`src/rtl/occ_pkg.sv`:
```
// occ_pkg: state encodings and constants shared by the occupancy-code DDR read and write paths.
package occ_pkg;

    typedef enum logic [2:0] {
        IDLE,
        REQ,
        WAIT,
        DRAIN,
        FIN
    } occ_state_e;

    localparam int          OCC_WORD_BYTES       = 8;
    localparam logic [31:0] OCC_DDR_BASE_ADDRESS = 32'h0F00_0000;

endpackage

```
`src/rtl/occ_word_unpacker.sv`:
```
// occ_word_unpacker: serializes the first i_count bytes of a 64-bit word, LSB first, over valid/ready.
module occ_word_unpacker
    import occ_pkg::*;
(
    input  logic        i_clk,
    input  logic        i_rst,
    input  logic        i_load,
    input  logic [63:0] i_data,
    input  logic [3:0]  i_count,
    input  logic        i_ready,
    output logic [7:0]  o_code,
    output logic        o_valid,
    output logic        o_last
);

    logic [63:0] word;
    logic [2:0]  idx;
    logic [3:0]  cnt;

    assign o_code = word[{idx, 3'b000} +: 8];
    assign o_last = o_valid & ({1'b0, idx} == cnt - 4'd1);

    // a load overrides the final handshake so the next word follows with no bubble
    always_ff @(posedge i_clk or negedge i_rst) begin
        if (!i_rst) begin
            word    <= '0;
            idx     <= '0;
            cnt     <= '0;
            o_valid <= 1'b0;
        end else if (i_load) begin
            word    <= i_data;
            idx     <= '0;
            cnt     <= i_count;
            o_valid <= 1'b1;
        end else if (o_valid & i_ready) begin
            if (o_last)
                o_valid <= 1'b0;
            else
                idx <= idx + 3'd1;
        end
    end

endmodule

```
`src/rtl/occ_code_ddr_reader.sv`:
```
// occ_code_ddr_reader: fetches packed 64-bit code words from DDR and replays them as a byte stream.
// OCC_READ_PREFETCH_EN adds a second word buffer so the next read overlaps the current drain.
module occ_code_ddr_reader
    import occ_pkg::*;
#(
    parameter logic [31:0] DDR_BASE_ADDRESS = OCC_DDR_BASE_ADDRESS,
    parameter int          CNT_WIDTH        = 32
) (
    input  logic                 i_clk,
    input  logic                 i_rst,
    input  logic                 i_start,
    input  logic [CNT_WIDTH-1:0] i_n_codes,
    output logic                 o_initreadtxn,
    output logic [31:0]          o_read_address,
    input  logic                 i_read_TxnDone,
    input  logic [63:0]          i_read_data,
    output logic [7:0]           o_code,
    output logic                 o_code_valid,
    input  logic                 i_code_ready,
    output logic                 o_code_last,
    output logic                 o_busy,
    output logic                 o_done
);

    occ_state_e           state, state_nxt;
    logic [CNT_WIDTH-1:0] n_q, left, sent;
    logic                 outstanding, cap, word_end, load_direct, load_pf, u_load, u_last, pf_issue;
    logic [3:0]           cnt_now, u_cnt;
    logic [63:0]          u_data;

    // left counts bytes not yet fetched, so it sizes the word being captured
    assign cap         = i_read_TxnDone & outstanding;
    assign word_end    = o_code_valid & u_last & i_code_ready;
    assign cnt_now     = (left >= CNT_WIDTH'(OCC_WORD_BYTES)) ? 4'(OCC_WORD_BYTES) : left[3:0];
    assign load_direct = cap & ((state == WAIT) | word_end);
    assign u_load      = load_direct | load_pf;
    assign o_code_last = o_code_valid & (sent == n_q - CNT_WIDTH'(1));

`ifdef OCC_READ_PREFETCH_EN
    logic [63:0] pf_data;
    logic [3:0]  pf_cnt;
    logic        pf_full, first_drain;

    assign pf_issue = (state == DRAIN) & first_drain & (left != '0) & ~outstanding;
    assign load_pf  = pf_full & word_end;
    assign u_data   = load_pf ? pf_data : i_read_data;
    assign u_cnt    = load_pf ? pf_cnt : cnt_now;

    always_ff @(posedge i_clk or negedge i_rst) begin
        if (!i_rst) begin
            pf_data     <= '0;
            pf_cnt      <= '0;
            pf_full     <= 1'b0;
            first_drain <= 1'b0;
        end else begin
            first_drain <= u_load;
            if (cap & ~load_direct) begin
                pf_data <= i_read_data;
                pf_cnt  <= cnt_now;
                pf_full <= 1'b1;
            end else if (load_pf) begin
                pf_full <= 1'b0;
            end
        end
    end
`else
    assign pf_issue = 1'b0;
    assign load_pf  = 1'b0;
    assign u_data   = i_read_data;
    assign u_cnt    = cnt_now;
`endif

    always_ff @(posedge i_clk or negedge i_rst) begin
        if (!i_rst)
            state <= IDLE;
        else
            state <= state_nxt;
    end

    always_comb begin
        state_nxt = state;
        case (state)
            IDLE:    state_nxt = i_start ? ((i_n_codes == '0) ? FIN : REQ) : IDLE;
            REQ:     state_nxt = WAIT;
            WAIT:    state_nxt = cap ? DRAIN : WAIT;
            DRAIN:   state_nxt = !word_end ? DRAIN :
                                 u_load ? DRAIN :
                                 outstanding ? WAIT :
                                 (left != '0) ? REQ : FIN;
            FIN:     state_nxt = IDLE;
            default: state_nxt = IDLE;
        endcase
    end

    always_comb begin
        o_initreadtxn = (state == REQ) | pf_issue;
        o_done        = state == FIN;
        o_busy        = state != IDLE;
    end

    always_ff @(posedge i_clk or negedge i_rst) begin
        if (!i_rst) begin
            n_q            <= '0;
            left           <= '0;
            sent           <= '0;
            o_read_address <= '0;
            outstanding    <= 1'b0;
        end else begin
            if ((state == IDLE) && i_start) begin
                n_q            <= i_n_codes;
                left           <= i_n_codes;
                sent           <= '0;
                o_read_address <= DDR_BASE_ADDRESS;
            end
            if (cap) begin
                left           <= left - CNT_WIDTH'(cnt_now);
                o_read_address <= o_read_address + 32'd8;
            end
            if (o_code_valid & i_code_ready)
                sent <= sent + CNT_WIDTH'(1);
            outstanding <= o_initreadtxn | (outstanding & ~i_read_TxnDone);
        end
    end

    occ_word_unpacker u_unpacker (
        .i_clk   (i_clk),
        .i_rst   (i_rst),
        .i_load  (u_load),
        .i_data  (u_data),
        .i_count (u_cnt),
        .i_ready (i_code_ready),
        .o_code  (o_code),
        .o_valid (o_code_valid),
        .o_last  (u_last)
    );

endmodule
```
`config.mk`:
```
export PLATFORM = sky130hd
export DESIGN_NAME = occ_code_ddr_reader
export DESIGN_NICKNAME = d
export VERILOG_FILES = /design/src/rtl/occ_pkg.sv /design/src/rtl/occ_word_unpacker.sv /design/src/rtl/occ_code_ddr_reader.sv
export SDC_FILE = /design/constraint.sdc
export NUM_CORES = 1
export LEC_CHECK = 0
export CAP_MARGIN = 10
export CORE_AREA = 2 2 181 183
export CTS_CLUSTER_DIAMETER = 150
export DETAILED_ROUTE_END_ITERATION = 8
export DIE_AREA = 0 0 183 185
export SLEW_MARGIN = 20
export SYNTH_ARGS = -nofsm -noshare
export SYNTH_HDL_FRONTEND = slang
export SYNTH_SLANG_ARGS = --single-unit
```
`constraint.sdc`:
```
create_clock -name i_clk -period 4.1 [get_ports i_clk]
set_input_delay 0.82 -clock i_clk [delete_from_list [all_inputs] [get_ports i_clk]]
set_output_delay 0.82 -clock i_clk [all_outputs]
set_load 0.01 [all_outputs]
```
# --- After elaboration in Yosys (flattened, before gate mapping) ---
# Index checks and enable logic that the tools add are counted.
totals:
  ff_bits: 204
  out_inout_bits: 45
  elab_cells: 68
  in_bits: 101
classes:
  n_eq_ne: 7
  mux: 21
  n_bitwise: 11
  n_shift: 1
  reduce_logical: 11
  n_lt_le_gt_ge: 1
  add_sub_neg: 6
ops:
  columns: ["op", "count"]
  rows:
  - ["two-way mux 32 bit", 6]
  - ["variable part select 64 x 7 -> 8 bit", 1]
  - ["adder 32 x 1 -> 32 bit, second input constant", 1]
  - ["adder 32 x 4 -> 32 bit, second input constant", 1]
  - ["== test 32 bit", 1]
  - [">= comparator 32 x 4 -> 1 bit, second input constant", 1]
  - ["logical NOT 32 bit", 1]
  - ["nonzero test 32 bit", 1]
  - ["subtractor 32 x 1 -> 32 bit, second input constant", 1]
  - ["subtractor 32 x 4 -> 32 bit", 1]
  - ["two-way mux 3 bit", 9]
  - ["one-hot mux 3 bit (4 select lines)", 1]
  - ["AND 1 bit", 8]
  - ["nonzero test 2 bit", 4]
  - ["== test 3 x 2 -> 1 bit, second input constant", 2]
  - ["== test 3 x 4 -> 1 bit", 1]
  - ["two-way mux 1 bit", 4]
  - ["two-way mux 4 bit", 1]
  - ["AND reduction 2 bit", 2]
  - ["subtractor 4 x 1 -> 4 bit, second input constant", 1]
  - ["adder 3 x 1 -> 3 bit, second input constant", 1]
  - ["== test 3 x 1 -> 1 bit, second input constant", 1]
  - ["== test 3 bit, second input constant", 1]
  - ["logical NOT 3 bit", 1]
  - ["5 further kinds", 6]

# --- Logic depth before layout (Yosys ltp) ---
# Gate-level depths: netlist (run 1).
depth:
  depth_word: 10
  mapped_depth: 14
  ltp_nobuf: 14

# --- Modules after synthesis ---
# From an unflattened synthesis (run 1), not the netlist that was laid out.
hier_totals:
  hier_cells: 1094
  area_unflattened_um2: 10835.4
by_module_without_submodules:
  columns: ["mod", "n_inst", "area_per_inst_um2", "cells_each", "seq_area_each_um2"]
  rows:
  - ["occ_code_ddr_reader", 1, 7500.9, 885, 3228.1]
  - ["occ_word_unpacker", 1, 3334.4, 209, 1801.7]

# --- Least setup slack after synthesis (run 1) ---
# No wires, ideal clock.
synth_path:
  kind: "reg-to-output"
  startpoint: "register n_q[4]"
  endpoint: "output port o_code_last"
  path_buffers: 3
  t_arrival_ns: 2.655
  t_required_ns: 3.280
  path_stages_with_launch: 11
  setup_slack_ns: 0.625
  path_cell_list: "dfrtp_1 -> buf_6 -> or4_4 -> buf_6 -> or4_4 -> buf_6 -> nor2_1 -> xnor2_1 -> o21ai_1 -> a221o_1 -> nor3_2"
synth_via:
  elab_chain_cells: 3
synth_lines:
  columns: ["element", "line", "source"]
  rows:
  - ["start: declaration", "occ_code_ddr_reader.sv:26", "logic [CNT_WIDTH-1:0] n_q, left, sent;"]
  - ["start signal: assignment", "occ_code_ddr_reader.sv:110", "n_q <= i_n_codes;"]
  - ["subtractor 32 x 1 -> 32 bit", "occ_code_ddr_reader.sv:37", "assign o_code_last = o_code_valid & (sent == n_q - CNT_WIDTH'(1));"]
  - ["== test 32 bit", "occ_code_ddr_reader.sv:37", null]
  - ["AND 1 bit", "occ_code_ddr_reader.sv:37", null]
  - ["end: declaration", "occ_code_ddr_reader.sv:20", "output logic o_code_last,"]
# Every way passes these cells.

# --- Worst setup path after layout (run 1) ---
layout_path:
  startpoint: "register n_q[0]"
  endpoint: "output port o_code_last"
# Same word-level chain as after synthesis.

==> results.json, run 1 <==
{
  "routed_wl_um": 30520,
  "root_buffer": "clkbuf_16",
  "worst_pin_slew_ns": 0.9205,
  "fmax_ghz": 0.2528,
  "insertion_delay_ns": 0.52,
  "cts_inserted_buffers": 24,
  "yosys.area.top_type": "dfrtp_1",
  "via_per_inst": 5.453,
  "cts_sinks": 201,
  "grt_max_degree": 100,
  "yosysSeqAreaShare_pct": 46.91,
  "path_class": "register to output pin",
  "drt_pass1_iterations": 5,
  "dp_hpwl_um": 21890,
  "fin_crit_sh_pct": 96.47,
  "synthArstFlopShare_pct": 100.0,
  "ys.flop_type": "dfrtp_1",
  "most-common-layout-cells": "201 x dfrtp_1, 182 x nand2_1, 140 x clkdlybuf4s50_1, 73 x mux2_2, 65 x nor2_1",
  "clockBufferDepth": 3,
  "postSynthCellCount": 1089,
  "gp_congestion": 0.9044,
  "critPathRequiredTime_ns": 3.28,
  "synth_edf_count": 0,
  "vias": 9030,
  "htreeDepth": 1,
  "die_h_um": 185,
  "irDropWorstVdd_mv": 0.2680,
  "area_delta_synth_final_pct": 26.81,
  "ant_nets": 0,
  "cts_tree": "done",
  "synth_area_mm2": 0.01072,
  "fin_ws_ns": 0.1446,
  "dr.first_iter.drc_count": 623,
  "hp-class": "input pin to asynchronous set/reset pin",
  "grt_pass1_wl_um": 48530,
  "finalHoldViolations": 0,
  "start_util_pct": 33.47,
  "skew_ns": 0.01327,
  "cts.clk_slew.worst_paths_ns": 0.06,
  "grt_pass1_vias": 8980,
  "drc": 0,
  "num_antenna_cells": 0,
  "post-place-ws_ns": 0.2023,
  "fill_cells": 3104,
  "setup_viol": 0,
  "maxCapViolations": 0,
  "boundaryPins": 146,
  "cp.arrival_ns": 3.14,
  "rows": 66,
  "setup_tns_ns": 0,
  "p_per_area_mw_per_mm2": 326.7,
  "portBuffers": 142,
  "dieArea_mm2": 0.03386,
  "grt_util_all_layers_pct": 17.88,
  "nets": 1338,
  "post-synth-top-area-fraction_pct": 46.91,
  "cp-start-kind": "register",
  "yosysWarnings": 0,
  "drv_slew": 0,
  "rrSetupSlack_ns": 0.94,
  "cp_max_fo": 7,
  "antenna_found_initial": 3,
  "relSlewSlack_pct": 38.63,
  "power_leakage_uw": 0.006006,
  "ys_seq_elements": 201,
  "die_x_um": 183,
  "synth.distinct_cells": 66,
  "layout-drive-gt1-share_pct": 15.46,
  "grt_remaining_overflow": 0,
  "ys_top_cells_by_area": "dfrtp_1 47%, mux2_2 7.7%, nand2_1 6.4%",
  "fp.coreArea_mm2": 0.03204,
  "syn_area_per_cell_um2": 9.846,
  "critPathCaptureType": "output pin",
  "wl_per_cell_um": 18.43,
  "min_period_ns": 3.955,
  "outcome": "finished clean",
  "final_common_cell": "dfrtp_1"
}
## repair_timing
| action | in CTS | in global routing |
|---|---|---|
| pin swaps | 0 | 6 |
| setup endpoints to repair | 1 | 1 |
| setup buffers | 0 | 1 |
| resized for setup | 4 | 16 |
| hold buffers | 0 | 0 |
## synth_stat cells (15+ instances only)
cell type / instances
nor3_1: 28
o211ai_1: 25
a21oi_1: 28
nor2_1: 67
nand2_1: 182
nor4_1: 23
xor2_1: 17
mux4_2: 16
nand3_1: 60
inv_1: 15
mux2i_1: 20
o31ai_1: 16
dfrtp_1: 201
xnor2_1: 24
nand4_1: 24
clkbuf_1: 44
mux2_2: 73
o21ai_0: 52
## critical path, cell delays in order, from the launching register on
cell and delay, ns:
dfrtp_1 0.41, inv_2 0.09, ha_2 0.19, or3b_4 0.41
buf_4 0.19, nor4_2 0.24, buf_4 0.17, mux2i_1 0.17
o31ai_1 0.11, a221o_1 0.33, nor3_2 0.17, buf_2 0.15
## cell type report
type	instances	area, um2	share of cell area, %
multi-input combinational	813	5448	40.06
sequential	201	5030	36.99
timing repair buffer	176	1700	12.50
clock buffer	32	681.9	5.015
tap	408	510.5	3.754
clock inverter	11	171.4	1.261
inverter	15	56.30	0.4141
## through the flow
| step | instances | area (um2) | total power, uW | util, % | hold WS, ns |
|---|---|---|---|---|---|
| after detailed placement | 1612 | 12670 | 2190 | 39.54 | 0.4681 |
| after CTS | 1655 | 13530 | 4493 | 42.22 | 0.4374 |
| after global routing | 1656 | 13600 | 4582 | 42.44 | 0.4629 |
| final | 1656 | 13600 | 4442 | 42.44 | 0.3996 |
| after floorplan | 1092 | 10730 | 2030 | - | 0.4631 |
| after global placement | 1612 | 12670 | 2190 | 39.54 | 0.4655 |
## metal layers
layer  global-route usage [%]  vias up  share of wire (%)
li1                         -     4266                  -
met1                    24.11     4448                 45
met2                    29.30      241                 47
met3                    2.930       69                4.9
met4                    6.080        6                3.2
met5                        0        -               0.12
## path summary, 6_finish.rpt
kind	start	endpoint	cells after the start
setup / recovery	n_q[0]	o_code_last	11
hold / removal	i_rst	n_q[5]	1
setup reg to reg	left[4]	left[28]	7
hold reg to reg	o_read_address[31]	o_read_address[31]	1
max in group asynchronous	i_rst	sent[19]	2
min in group i_clk	o_read_address[31]	o_read_address[31]	1
## report_power, final
part / internal, uW / switching (uW) / total, uW
Sequential: 1980 / 0 / 1980
Clock: 1420 / 866 / 2290
Combinational: 90.1 / 78.5 / 169
## sequential cells by signal, summed over array words and instances (netlist names)
signal	flops
u_unpacker.cnt	4
o_read_address	29
state	3
left	32
u_unpacker.o_valid	1
n_q	32
u_unpacker.idx	3
u_unpacker.word	64
outstanding	1
sent	32
## logic make-up after synthesis
group                      synth area share [%]
muxes                                     12.89
other                                   0.03497
xor gates and xnor gates                  3.349
AOI/OAI and AO/OA                         11.93
DFF                                       46.91
buffers and inverters                     3.197
and+or+nand+nor                           20.99
adders and majority gates                0.7001
(Power assumes the default switching activity.)
==> inputs of run 2 (changes only) <==
--- a/config.mk
+++ b/config.mk
@@ -5,11 +5,12 @@
 export SDC_FILE = /design/constraint.sdc
 export NUM_CORES = 1
 export LEC_CHECK = 0
-export CAP_MARGIN = 10
+export ABC_CLOCK_PERIOD_IN_PS = 4100
 export CORE_AREA = 2 2 181 183
 export CTS_CLUSTER_DIAMETER = 150
 export DETAILED_ROUTE_END_ITERATION = 8
 export DIE_AREA = 0 0 183 185
+export SKIP_LAST_GASP = 1
 export SLEW_MARGIN = 20
 export SYNTH_ARGS = -nofsm -noshare
 export SYNTH_HDL_FRONTEND = slang
==> results of run 2 <==
The final DEF is identical to that of run 1; final timing and power are the same.
==> inputs of run 3 (changes only) <==
--- a/config.mk
+++ b/config.mk
@@ -6,10 +6,10 @@
 export NUM_CORES = 1
 export LEC_CHECK = 0
 export ABC_CLOCK_PERIOD_IN_PS = 4100
-export CORE_AREA = 2 2 181 183
+export CORE_AREA = 2 2 154 216
 export CTS_CLUSTER_DIAMETER = 150
 export DETAILED_ROUTE_END_ITERATION = 8
-export DIE_AREA = 0 0 183 185
+export DIE_AREA = 0 0 156 218
 export SKIP_LAST_GASP = 1
 export SLEW_MARGIN = 20
 export SYNTH_ARGS = -nofsm -noshare
==> run 3 against run 2 <==
Compared with the run above: cell count unchanged; flip-flop and latch count is the same; power decreased by 4.6%; register-to-register slack better by 0.16 ns; combinational power is essentially flat; worst hold slack got worse by 0.089 ns; via count decreased by 0.43%; clock power decreased by 8.7%; worst setup slack lost 0.030 ns; routed wire length grew 0.25%; non-clock buffer count increased by 8; count of clock-buffer cells in the layout decreased by 3.
==> results.json, run 3 (same netlist as run 1, synthesis figures left out) <==
{
  "die_h_um": 218,
  "die_x_um": 156,
  "finalHoldViolations": 0,
  "min_period_ns": 3.985,
  "path_delay_family": "simple AND/OR/NAND/NOR gates",
  "fin_ws_ns": 0.1148,
  "skew_ns": 0.009033,
  "p_per_area_mw_per_mm2": 311.6,
  "post-place-ws_ns": 0.1113,
  "cpMaxStageDelayCell": "or4_4",
  "layout-drive-gt1-share_pct": 16.25,
  "cp.arrival_ns": 3.17,
  "rows": 78,
  "hp-class": "input pin to asynchronous set/reset pin",
  "grt_pass1_wl_um": 48990,
  "htreeDepth": 1,
  "portBuffers": 142,
  "worst_pin_slew_ns": 0.8335,
  "cts_sinks": 201,
  "cts.clk_slew.worst_paths_ns": 0.06,
  "final_common_cell": "dfrtp_1",
  "via_per_inst": 5.429,
  "fin_crit_sh_pct": 97.20,
  "most-common-layout-cells": "200 x dfrtp_1, 182 x nand2_1, 140 x clkdlybuf4s50_1, 73 x mux2_2, 64 x nor2_1",
  "drv_slew": 0,
  "drc": 0,
  "cts_tree": "done",
  "fp.coreArea_mm2": 0.03211,
  "crit_path_max_incr_delay_ns": 0.67,
  "drt_pass1_iterations": 5,
  "dieArea_mm2": 0.03401,
  "outcome": "finished clean",
  "path_class": "register to output pin",
  "critPathRequiredTime_ns": 3.28,
  "cp_max_fo": 8,
  "cp-start-kind": "register",
  "dp_hpwl_um": 22340,
  "power_leakage_uw": 0.006009,
  "setup_viol": 0,
  "relSlewSlack_pct": 44.30,
  "ant_nets": 0,
  "largest-register": "u_unpacker.word",
  "crit_chain": "or4_4 -> or4_4 -> nor2_4 -> xnor2_1 -> o21ai_1 -> a221o_1 -> nor3_2 -> buf_2",
  "vias": 8991,
  "area_delta_synth_final_pct": 26.88,
  "setup_tns_ns": 0,
  "maxCapViolations": 0,
  "wl_per_cell_um": 18.48,
  "grt_max_degree": 77,
  "routed_wl_um": 30600,
  "antenna_found_initial": 2,
  "grt_util_all_layers_pct": 18.10,
  "worst-path-buf-inv": 1,
  "final_util_pct": 42.37,
  "irDropWorstVdd_mv": 0.2741,
  "largest_reg_flops": 64,
  "cts_inserted_buffers": 23,
  "dr.first_iter.drc_count": 502,
  "grt_remaining_overflow": 0,
  "fmax_ghz": 0.2509,
  "gp_congestion": 0.8599,
  "boundaryPins": 146,
  "critPathCaptureType": "output pin",
  "cp_common_cell": "or4_4",
  "fill_cells": 3075,
  "root_buffer": "clkbuf_16",
  "grt_pass1_vias": 9089,
  "clockBufferDepth": 3,
  "insertion_delay_ns": 0.53,
  "start_util_pct": 33.40,
  "nets": 1345,
  "rrSetupSlack_ns": 1.10
}
run 3: metal layers:
| metal | up-vias | wire (um) | part of all wire, % | GRT usage, % |
|---|---|---|---|---|
| li1 | 4277 | - | - | - |
| met1 | 4465 | 12210 | 40 | 21.62 |
| met2 | 192 | 16030 | 52 | 32.32 |
| met3 | 55 | 1417 | 4.6 | 3.080 |
| met4 | 2 | 929 | 3.0 | 6.972 |
| met5 | - | 12 | 0.039 | 0 |
run 3: repair_timing:
action	CTS	global route
hold buffers	0	0
endpoints found under the setup margin	1	1
buffers inserted	4	2
pin swaps	3	8
gates resized for setup	12	14
run 3: layout make-up:
cell class	count	area (um2)	area share, %
timing repair buffer	184	1760	12.94
clock inverter	13	133.9	0.9840
inverter	15	56.30	0.4138
tap	400	500.5	3.679
antenna	1	2.502	0.01839
multi-input combinational	813	5493	40.37
clock buffer	29	628.1	4.617
sequential	201	5031	36.98
run 3: report_power, final:
part | total (uW) | internal (uW) | switching [uW]
Clock | 2090 | 1220 | 869
Combinational | 168 | 90.3 | 77.7
Sequential | 1980 | 1980 | 0
run 3: worst paths after layout:
path,startpoint,cells past startpoint,end
min reg2reg,o_read_address[31],1,o_read_address[31]
max,n_q[12],8,o_code_last
min in group i_clk,o_read_address[31],1,o_read_address[31]
min,i_rst,1,u_unpacker.word[60]
max in group asynchronous,i_rst,2,n_q[14]
max reg2reg,left[4],7,left[24]
run 3: stage by stage:
| stage | hold slack [ns] | instance area, um2 | std cells | power, uW |
|---|---|---|---|---|
| finish | 0.3107 | 13610 | 1656 | 4239 |
| detailed placement | 0.4826 | 12680 | 1607 | 2190 |
| CTS | 0.3200 | 13510 | 1653 | 4305 |
| global route | 0.3516 | 13610 | 1656 | 4379 |
| global placement | 0.4676 | 12680 | 1607 | 2190 |
| floorplan | 0.4631 | 10730 | 1092 | 2030 |
